## src/rtl/matrix_pkg.sv

```systemverilog
// Shared matrix sizes and types for the receive and transmit paths.
package matrix_pkg;

  localparam int unsigned MAX_ELEMENT_SIZE = 8;
  localparam int unsigned MAX_SIZE         = 32;
  localparam int unsigned ROW_W            = MAX_SIZE * MAX_ELEMENT_SIZE;
  localparam int unsigned DPR              = ROW_W / 2;
  localparam int unsigned DIBIT_CNT_W      = $clog2(DPR);
  localparam int unsigned ROW_CNT_W        = $clog2(MAX_SIZE);
  localparam int unsigned CSUM_W           = 16;
  localparam int unsigned CSUM_DIBITS      = CSUM_W / 2;
  localparam int unsigned CSUM_CNT_W       = $clog2(CSUM_DIBITS);

  typedef logic [1:0]       dibit_t;
  typedef logic [ROW_W-1:0] row_t;

  typedef enum logic [1:0] {IDLE, SEND, STALL, CSUM} tx_state_t;

  // Unsigned sum of every element in a row, wrapped to the checksum width.
  function automatic logic [CSUM_W-1:0] row_sum(input row_t row);
    logic [CSUM_W-1:0] acc;
    acc = '0;
    for (int k = 0; k < int'(MAX_SIZE); k++)
      acc = acc + CSUM_W'(row[ROW_W-1-k*MAX_ELEMENT_SIZE -: MAX_ELEMENT_SIZE]);
    return acc;
  endfunction

endpackage

```

## src/rtl/row_serializer.sv

```systemverilog
// Row shift register: presents one dibit per shift, MSB dibit first, and flags the last one.
module row_serializer
  import matrix_pkg::*;
(
  input  logic   eth_refclk,
  input  logic   rst,
  input  logic   load,
  input  row_t   load_data,
  input  logic   shift_en,
  output dibit_t dibit,
  output logic   last
);

  row_t                   shreg;
  logic [DIBIT_CNT_W-1:0] dibit_cnt;

  // Load wins over shift so a new row can replace the last dibit seamlessly.
  always_ff @(posedge eth_refclk) begin
    if (rst) begin
      shreg     <= '0;
      dibit_cnt <= '0;
    end else if (load) begin
      shreg     <= load_data;
      dibit_cnt <= '0;
    end else if (shift_en) begin
      shreg     <= {shreg[ROW_W-3:0], 2'b00};
      dibit_cnt <= dibit_cnt + DIBIT_CNT_W'(1);
    end
  end

  assign dibit = shreg[ROW_W-1 -: 2];
  assign last  = (dibit_cnt == DIBIT_CNT_W'(DPR - 1));

endmodule

```

## src/rtl/matrix_transmitter.sv

```systemverilog
// Result-row to dibit stream serializer with one pending row of buffering.
// Optional trailing 16-bit element checksum when MATRIX_TX_CHECKSUM_EN is defined.
module matrix_transmitter
  import matrix_pkg::*;
(
  input  logic   eth_refclk,
  input  logic   rst,
  input  logic   row_valid,
  input  row_t   row_data,
  output logic   row_ready,
  output logic   axiov,
  output dibit_t axiod,
  output logic   busy,
  output logic   underrun,
  output logic   complete
);

  tx_state_t            state;
  logic                 pend_valid;
  logic                 pend_valid_nxt;
  row_t                 pend_data;
  logic [ROW_CNT_W-1:0] row_cnt;
  logic                 last_row;
  logic                 row_end;
  logic                 load_row;
  logic                 load;
  logic                 shift_en;
  logic                 last;
  row_t                 load_data;

  // row_cnt is the row on the wire while in SEND, the next row otherwise.
  assign last_row       = (row_cnt == ROW_CNT_W'(MAX_SIZE - 1));
  assign row_end        = (state == SEND) && last;
  assign load_row       = pend_valid &&
                          ((state == IDLE) || (state == STALL) || (row_end && !last_row));
  assign pend_valid_nxt = (pend_valid && !load_row) || (row_valid && row_ready);

`ifdef MATRIX_TX_CHECKSUM_EN
  logic [CSUM_W-1:0]     csum;
  logic [CSUM_CNT_W-1:0] csum_cnt;
  logic                  load_csum;

  // The checksum rides out through the shifter's top bits after the final row.
  assign load_csum = row_end && last_row;
  assign load      = load_row || load_csum;
  assign load_data = load_csum ? {csum, {(ROW_W-CSUM_W){1'b0}}} : pend_data;
  assign shift_en  = (state == SEND) || (state == CSUM);

  always_ff @(posedge eth_refclk) begin
    if (rst) begin
      csum     <= '0;
      csum_cnt <= '0;
    end else begin
      if (load_row)
        csum <= (state == IDLE) ? row_sum(pend_data) : csum + row_sum(pend_data);
      if (load_csum)
        csum_cnt <= '0;
      else if (state == CSUM)
        csum_cnt <= csum_cnt + CSUM_CNT_W'(1);
    end
  end
`else
  assign load      = load_row;
  assign load_data = pend_data;
  assign shift_en  = (state == SEND);
`endif

  row_serializer u_ser (
    .eth_refclk (eth_refclk),
    .rst        (rst),
    .load       (load),
    .load_data  (load_data),
    .shift_en   (shift_en),
    .dibit      (axiod),
    .last       (last)
  );

  always_ff @(posedge eth_refclk) begin
    if (rst) begin
      state      <= IDLE;
      pend_valid <= 1'b0;
      pend_data  <= '0;
      row_cnt    <= '0;
      row_ready  <= 1'b0;
      axiov      <= 1'b0;
      busy       <= 1'b0;
      underrun   <= 1'b0;
      complete   <= 1'b0;
    end else begin
      underrun   <= 1'b0;
      complete   <= 1'b0;
      pend_valid <= pend_valid_nxt;
      row_ready  <= !pend_valid_nxt;
      if (row_valid && row_ready)
        pend_data <= row_data;
      if (row_end)
        row_cnt <= row_cnt + ROW_CNT_W'(1);

      case (state)
        IDLE: if (pend_valid) begin
          state <= SEND;
          axiov <= 1'b1;
          busy  <= 1'b1;
        end
        SEND: if (last) begin
          if (last_row) begin
`ifdef MATRIX_TX_CHECKSUM_EN
            state <= CSUM;
`else
            state    <= IDLE;
            axiov    <= 1'b0;
            busy     <= 1'b0;
            complete <= 1'b1;
`endif
          end else if (!pend_valid) begin
            state    <= STALL;
            axiov    <= 1'b0;
            underrun <= 1'b1;
          end
        end
        STALL: if (pend_valid) begin
          state <= SEND;
          axiov <= 1'b1;
        end
`ifdef MATRIX_TX_CHECKSUM_EN
        CSUM: if (csum_cnt == CSUM_CNT_W'(CSUM_DIBITS - 1)) begin
          state    <= IDLE;
          axiov    <= 1'b0;
          busy     <= 1'b0;
          complete <= 1'b1;
        end
`endif
        default: state <= IDLE;
      endcase
    end
  end

endmodule
```

## config.mk

```make
export PLATFORM = sky130hd
export DESIGN_NAME = matrix_transmitter
export DESIGN_NICKNAME = d
export VERILOG_FILES = /design/src/rtl/matrix_pkg.sv /design/src/rtl/row_serializer.sv /design/src/rtl/matrix_transmitter.sv
export SDC_FILE = /design/constraint.sdc
export NUM_CORES = 1
export LEC_CHECK = 0
export BUFFER_PORTS_ARGS = -buffer_cell sky130_fd_sc_hd__buf_2
export CAP_MARGIN = 20
export CORE_MARGIN = 10
export CORE_UTILIZATION = 35
export DETAILED_ROUTE_END_ITERATION = 6
export HOLD_SLACK_MARGIN = 0.05
export PLACE_DENSITY_LB_ADDON = 0.1
export SYNTH_ARGS = -nofsm -noshare
export SYNTH_HDL_FRONTEND = slang
export SYNTH_HIERARCHICAL = 1
export SYNTH_SLANG_ARGS = --single-unit
```

## constraint.sdc

```tcl
create_clock -name eth_refclk -period 3.3 [get_ports eth_refclk]
set_input_delay 0.165 -clock eth_refclk [delete_from_list [all_inputs] [get_ports eth_refclk]]
set_output_delay 0.165 -clock eth_refclk [all_outputs]
set_load 0.01 [all_outputs]
```

# Word-level counts from Yosys, hierarchy flattened
# Index checks and enable logic that the tools add are counted.
dict set report classes {
  addsub 2
  eq_ne 9
  muxes 17
  n_bitwise 2
  n_reduce_logical 22
}
# op count
set op_table {}
lappend op_table {{two-way mux 256 bit} 2}
lappend op_table {{two-way mux 1 bit} 8}
lappend op_table {{two-way mux 2 bit} 4}
lappend op_table {{AND reduction 4 bit} 2}
lappend op_table {{adder 7 x 1 -> 7 bit, second input constant} 1}
lappend op_table {{equality test 7 bit, second input constant} 1}
lappend op_table {{nonzero test 2 bit} 3}
lappend op_table {{adder 5 x 1 -> 5 bit, second input constant} 1}
lappend op_table {{equality test 5 bit, second input constant} 1}
lappend op_table {{logical AND 1 bit} 5}
lappend op_table {{inequality test 2 x 1 -> 1 bit, second input constant} 2}
lappend op_table {{inequality test 2 bit, second input constant} 2}
lappend op_table {{one-hot mux 1 bit (2 select lines)} 2}
lappend op_table {{one-hot mux 2 bit (2 select lines)} 1}
lappend op_table {{OR reduction 2 bit} 2}
lappend op_table {{OR reduction 4 bit} 1}
lappend op_table {{zero test 1 bit} 3}
lappend op_table {{logical OR 1 bit} 3}
lappend op_table {{inequality test 3 bit, second input constant} 1}
lappend op_table {{AND reduction 3 bit} 1}
lappend op_table {{OR reduction 3 bit} 1}
lappend op_table {{equality test 2 x 1 -> 1 bit, second input constant} 1}
lappend op_table {{equality test 2 bit, second input constant} 1}
lappend op_table {{zero test 2 bit} 1}
lappend op_table {{inverter 1 bit} 2}
dict set report totals {
  register_bits 532
  in_bits 259
}

# Logic depth before layout (Yosys ltp)
dict set report depth {
  word_depth 9
  mapped_depth 11
}

# Hierarchy
# The synthesis kept the hierarchy.
# mod instances cells_per_inst area_per_inst_um2 seq_area_each_um2
set by_module_without_submodules {}
lappend by_module_without_submodules {row_serializer 1 1146 12371.9 5265.0}
lappend by_module_without_submodules {matrix_transmitter 1 1168 9390.3 5385.2}

# Least setup slack after synthesis
# No wires, ideal clock.
dict set report synth_path {
  path_type {reg-to-reg}
  from {reg u_ser.dibit_cnt[0]}
  to {reg u_ser.shreg[226]}
  t_arrival_ns 2.095
  required_ns 3.172
  slack_ns 1.077
  path_stages_with_launch 12
  path_buffers 3
  period_less_slack_ns 2.223
  path_cell_list {dfxtp_1 > ha_1 > nand4_1 > nor2_1 > nand2b_1 > o21ai_0 > and2_1 > buf_2 > buf_2 > buf_4 > mux2i_1 > nor2_1}
}
dict set report synth_via {
  elab_chain_len 6
  word_cells_on_any_way 7
  cone_classes {1 x eq/ne; 1 x mux; 5 x reduce/logical}
}
# element line_no
set synth_lines {}
lappend synth_lines {{start: declaration} row_serializer.sv:15} ;# logic [DIBIT_CNT_W-1:0] dibit_cnt;
lappend synth_lines {{start signal: assignment} row_serializer.sv:27} ;# dibit_cnt <= dibit_cnt + DIBIT_CNT_W'(1);
lappend synth_lines {{equality test 7 bit (*)} row_serializer.sv:32} ;# assign last = (dibit_cnt == DIBIT_CNT_W'(DPR - 1));
lappend synth_lines {{net last} matrix_transmitter.sv:28} ;# logic last;
lappend synth_lines {{logical AND 1 bit (*)} matrix_transmitter.sv:33} ;# assign row_end = (state == SEND) && last;
lappend synth_lines {{logical AND 1 bit (*)} matrix_transmitter.sv:35} ;# ((state == IDLE) || (state == STALL) || (row_end && !last_row));
lappend synth_lines {{logical OR 1 bit (*)} matrix_transmitter.sv:35}
lappend synth_lines {{logical AND 1 bit (*)} matrix_transmitter.sv:34} ;# assign load_row = pend_valid &&
lappend synth_lines {{net load} matrix_transmitter.sv:26} ;# logic load;
lappend synth_lines {{two-way mux 256 bit / nonzero test 2 bit (equally long branches)} -}
lappend synth_lines {{end signal: assignment} row_serializer.sv:23} ;# shreg <= load_data;
lappend synth_lines {{end signal: assignment} row_serializer.sv:26} ;# shreg <= {shreg[ROW_W-3:0], 2'b00};
lappend synth_lines {{end: declaration} row_serializer.sv:14} ;# row_t shreg;
# The timed path passes the listed nets; every way through them passes the cells marked *.
# A chain may end at the register's enable or synchronous reset.

# Worst setup path in the final report
dict set report layout_path {
  from {reg u_ser.dibit_cnt[0]}
  to {reg u_ser.shreg[141]}
}
# Same word-level chain as after synthesis.

==> impl_summary.md <==
Drt
The number of vias after detailed routing is 16800. The DRC violation count after routing is 0. The number of optimization iterations in the first detailed-route pass is 4. The DRC marker count from the first detailed-route iteration is 712. Dividing the detail-routed via count by the number of cells gives 4.62. After detailed routing, the total wire length is 54400 microns. In the final routed layout, each cell accounts on average for 15.0 microns. The residual antenna-violating net count after detailed routing is 0.

Place
The congestion estimate from routability-driven global placement came to 0.726. The number of placed instances, taps included is 3267. After legalization and detailed placement, the total HPWL measured 33600 microns. The count of input and output buffers is 265.

Timing
The clock period could shrink to 2.61 ns. Static timing analysis puts the maximum clock frequency at 383 MHz. Final hold analysis gives a worst-case slack of 0.0975 ns. At the pin with the least slew margin, the transition time is 0.883 ns. The relative slew slack is 41.1%. The final-layout setup total negative slack is 0 ns. Setup violations remaining at the end of the flow were counted as 0. In the finished design, the share of the clock period the worst path needs comes to 79.1%.

Setup repair after global routing left no endpoint under its margin. The number of slew-limit violations in the final report came to 0. The maximum clock skew at final layout is 0.0180 ns.

The final hold violation count is 0.

Power
The highest ir drop seen on vdd is 341 uV. Cell internal power was estimated by the tool at 11100 uW. Sequential cells burn 46.3% of the power. Summed over all cells, the static leakage comes to 0.0109 uW. Of the total power, the share spent switching nets is 23.3%. The relative contribution of the clock network to total power is 44.7%. Combinational cells account for 9.0% of the total power. The switching power is 3380 uW. The ratio of total power to cell area is 516 nW/um^2.

Critical path
The endpoint class of the critical path is a register. The type of the worst setup path is register to register. At the worst endpoint, the required time is 3.75 ns. The type of origin of the critical path is a register. Along the worst path, the maximum fanout reaches 76. The data arrival time of the critical path is 3.06 ns.

GRT
The pin count of the biggest net entering global routing is 120. Summed over all layers, the global routing overflow is 0. Global routing used 14.5% of the available tracks across all layers.

The number of antenna violations at the first check in global routing is 0. The wire length of the first global-routing pass is 89100 microns. The number of global-route vias before repair was 17100.

Floorplanning
266 I/O pins were placed. The height of the chip is 269 microns. The die is 269 microns wide.

The initial utilization of the core area, before any placement, comes to 35.3%. The total area inside the core boundary comes to 61600 sq um. The row count is 91. The floorplan step defined a die boundary enclosing 72600 sq um.

Yosys
The proportion of register bits with asynchronous set or reset after synthesis is 0%. For this run, the register share of the synthesized area comes to 48.9%. Counting flops with a built-in enable in the synthesized netlist gives 0. The synthesized area per cell is 9.40 sq um. The number of synthesized register bits is 532. When the netlist entered floorplanning its net count stood at 2576. For this run, the leading register cell type out of synthesis is sky130_fd_sc_hd__dfxtp_1. The cell area that synthesis handed to floorplanning was 21800 sq um. The count of distinct cell types in the synthesized netlist is 36. The post-synthesis cell type with the largest combined area is sky130_fd_sc_hd__dfxtp_1. For this run, the number of Yosys warnings is 6.

In the post-synthesis netlist, the biggest area contributors are sky130_fd_sc_hd__dfxtp_1 49%, sky130_fd_sc_hd__mux2_2 13%, sky130_fd_sc_hd__mux2i_1 12%. The number of instances in the synthesized netlist is 2314. The area fraction of the dominant cell type after synthesis is 48.9%.

Final layout
The layout has 5900 filler cells. The number of standard cells in the final layout excluding fillers is 3635. The total number of nets in the final design is 3009.

Leaving out fill and tap cells, the most frequent cell in the layout is sky130_fd_sc_hd__dfxtp_1. 0 antenna diodes ended up in the layout. In the layout the commonest cells are 532 x sky130_fd_sc_hd__dfxtp_1, 515 x sky130_fd_sc_hd__nand2_1, 267 x sky130_fd_sc_hd__nor2_1, 264 x sky130_fd_sc_hd__a21oi_1, 264 x sky130_fd_sc_hd__buf_2. The share of cells above drive strength 1 is 23.2%. The signed area change from the synthesized netlist to the final layout is 28.8%.

The area of combinational cells with multiple inputs is 10100 sq um. Across the whole layout, storage elements account for 10700 sq um.

Clock tree
The level count of the clock H-tree is 2. The quantity of gates resized following cts is 0. Clock tree synthesis inserted a total of 59 buffers. The maximum number of buffers from clock root to sink is 3.

Clock tree synthesis found a total of 532 sinks. Clock-pin slew was measured on the worst setup and hold paths at 0.06 ns. TritonCTS built the clock tree. The cell sitting at the root of the clock tree is a sky130_fd_sc_hd__clkbuf_16.

The clock reaches the later pin of the worst-skew pair after 0.60 ns.

Outcome
The flow ran to the end, and the final reports show no timing, DRC or antenna violations.

Worst hold path
The path class of the tightest hold or removal check is input port to register.

Run
The number of max-capacitance violations reported is 0.
## critical path, stage by stage, from the launching register on
cell                       delay [ns]
sky130_fd_sc_hd__dfxtp_1         0.37
sky130_fd_sc_hd__ha_1            0.22
sky130_fd_sc_hd__nand4_1         0.11
sky130_fd_sc_hd__nor2_1          0.34
sky130_fd_sc_hd__nand2b_1        0.15
sky130_fd_sc_hd__o21ai_0         0.17
sky130_fd_sc_hd__and2_4          0.24
sky130_fd_sc_hd__buf_12          0.44
sky130_fd_sc_hd__mux2i_1         0.26
sky130_fd_sc_hd__nor2_1          0.06
## sequential cells by signal (all words and copies together), names as in the netlist, 2 cells and up
signal / flops
load_data: 256
row_cnt: 5
u_ser/shreg: 256
u_ser/dibit_cnt: 7
state: 2
## path summary, 6_finish.rpt
kind                                          from               end  slack, ns  depth (start not counted)
worst max-delay path            u_ser/dibit_cnt[0]  u_ser/shreg[141]       0.69                          9
worst min-delay path                           rst  u_ser/shreg[175]        0.1                          2
worst max register to register  u_ser/dibit_cnt[0]  u_ser/shreg[141]       0.69                          9
worst min register to register       load_data[61]     load_data[61]       0.45                          2
## cell usage after synthesis, types with 2 or more instances
master	number
sky130_fd_sc_hd__o21ai_0	5
sky130_fd_sc_hd__ha_1	3
sky130_fd_sc_hd__nor3_1	2
sky130_fd_sc_hd__nand4_1	2
sky130_fd_sc_hd__buf_1	3
sky130_fd_sc_hd__buf_2	51
sky130_fd_sc_hd__dfxtp_1	532
sky130_fd_sc_hd__buf_6	34
sky130_fd_sc_hd__xor2_1	5
sky130_fd_sc_hd__clkbuf_1	67
sky130_fd_sc_hd__nand2_1	515
sky130_fd_sc_hd__nand2b_1	2
sky130_fd_sc_hd__mux2_2	254
sky130_fd_sc_hd__a21oi_1	264
sky130_fd_sc_hd__and2_1	2
sky130_fd_sc_hd__or3_1	3
sky130_fd_sc_hd__mux2i_1	257
sky130_fd_sc_hd__o21bai_1	2
sky130_fd_sc_hd__nor2b_1	3
sky130_fd_sc_hd__buf_4	23
sky130_fd_sc_hd__nor2_1	267
sky130_fd_sc_hd__nor3b_1	4
## routing by layer
metal / wire length [microns] / global-route usage [%] / vias up
met1: 24500 / 17.9 / 7897
li1: - / - / 8598
met2: 27100 / 25.7 / 221
met3: 1680 / 2.48 / 75
met5: 0 / 0 / -
met4: 1070 / 3.92 / 0
## logic make-up (layout without fill, tap and decap cells)
kind of cell / count (synthesis) / after routing / synth area share [%]
xor+xnor: 6 / 6 / 0.241
buf+inv: 179 / 663 / 4.95
fa+ha+maj: 3 / 3 / 0.173
mux: 511 / 511 / 25.0
simple gates: 809 / 809 / 14.4
compound gates: 274 / 274 / 6.35
flops: 532 / 532 / 48.9
## power groups by stage
stage	clock network [uW]	registers [uW]	logic, uW
floorplan	0	6810	773
global placement	0	6840	1070
detailed placement	0	6840	1080
CTS	6710	6700	1320
global route	6970	6720	1430
finish	6470	6700	1300
## area by class of cell
cell class / instances / share of cell area, %
sequential: 532 / 38.0
multi-input combinational: 1603 / 35.9
timing repair buffer: 550 / 15.5
clock buffer: 95 / 6.35
tap: 837 / 3.74
clock inverter: 17 / 0.544
inverter: 1 / 0.0134
## repair_timing
item | 4_1_cts | 5_1_grt
hold buffers | 256 | 0
endpoints found under the hold margin | 256 | 0
setup buffers | 0 | 0
## metrics by stage
stage               util, %  setup slack [ns]  total power [uW]  cell area (sq um)
CTS                    45.5             0.695             14700              28000
global placement       38.2             0.801              7910              23500
floorplan                 -              1.08              7580              21800
detailed placement     38.2             0.723              7930              23500
finish                 45.5             0.691             14500              28000
global route           45.5             0.507             15100              28000
Note: power is estimated with default switching activity, not from simulation.
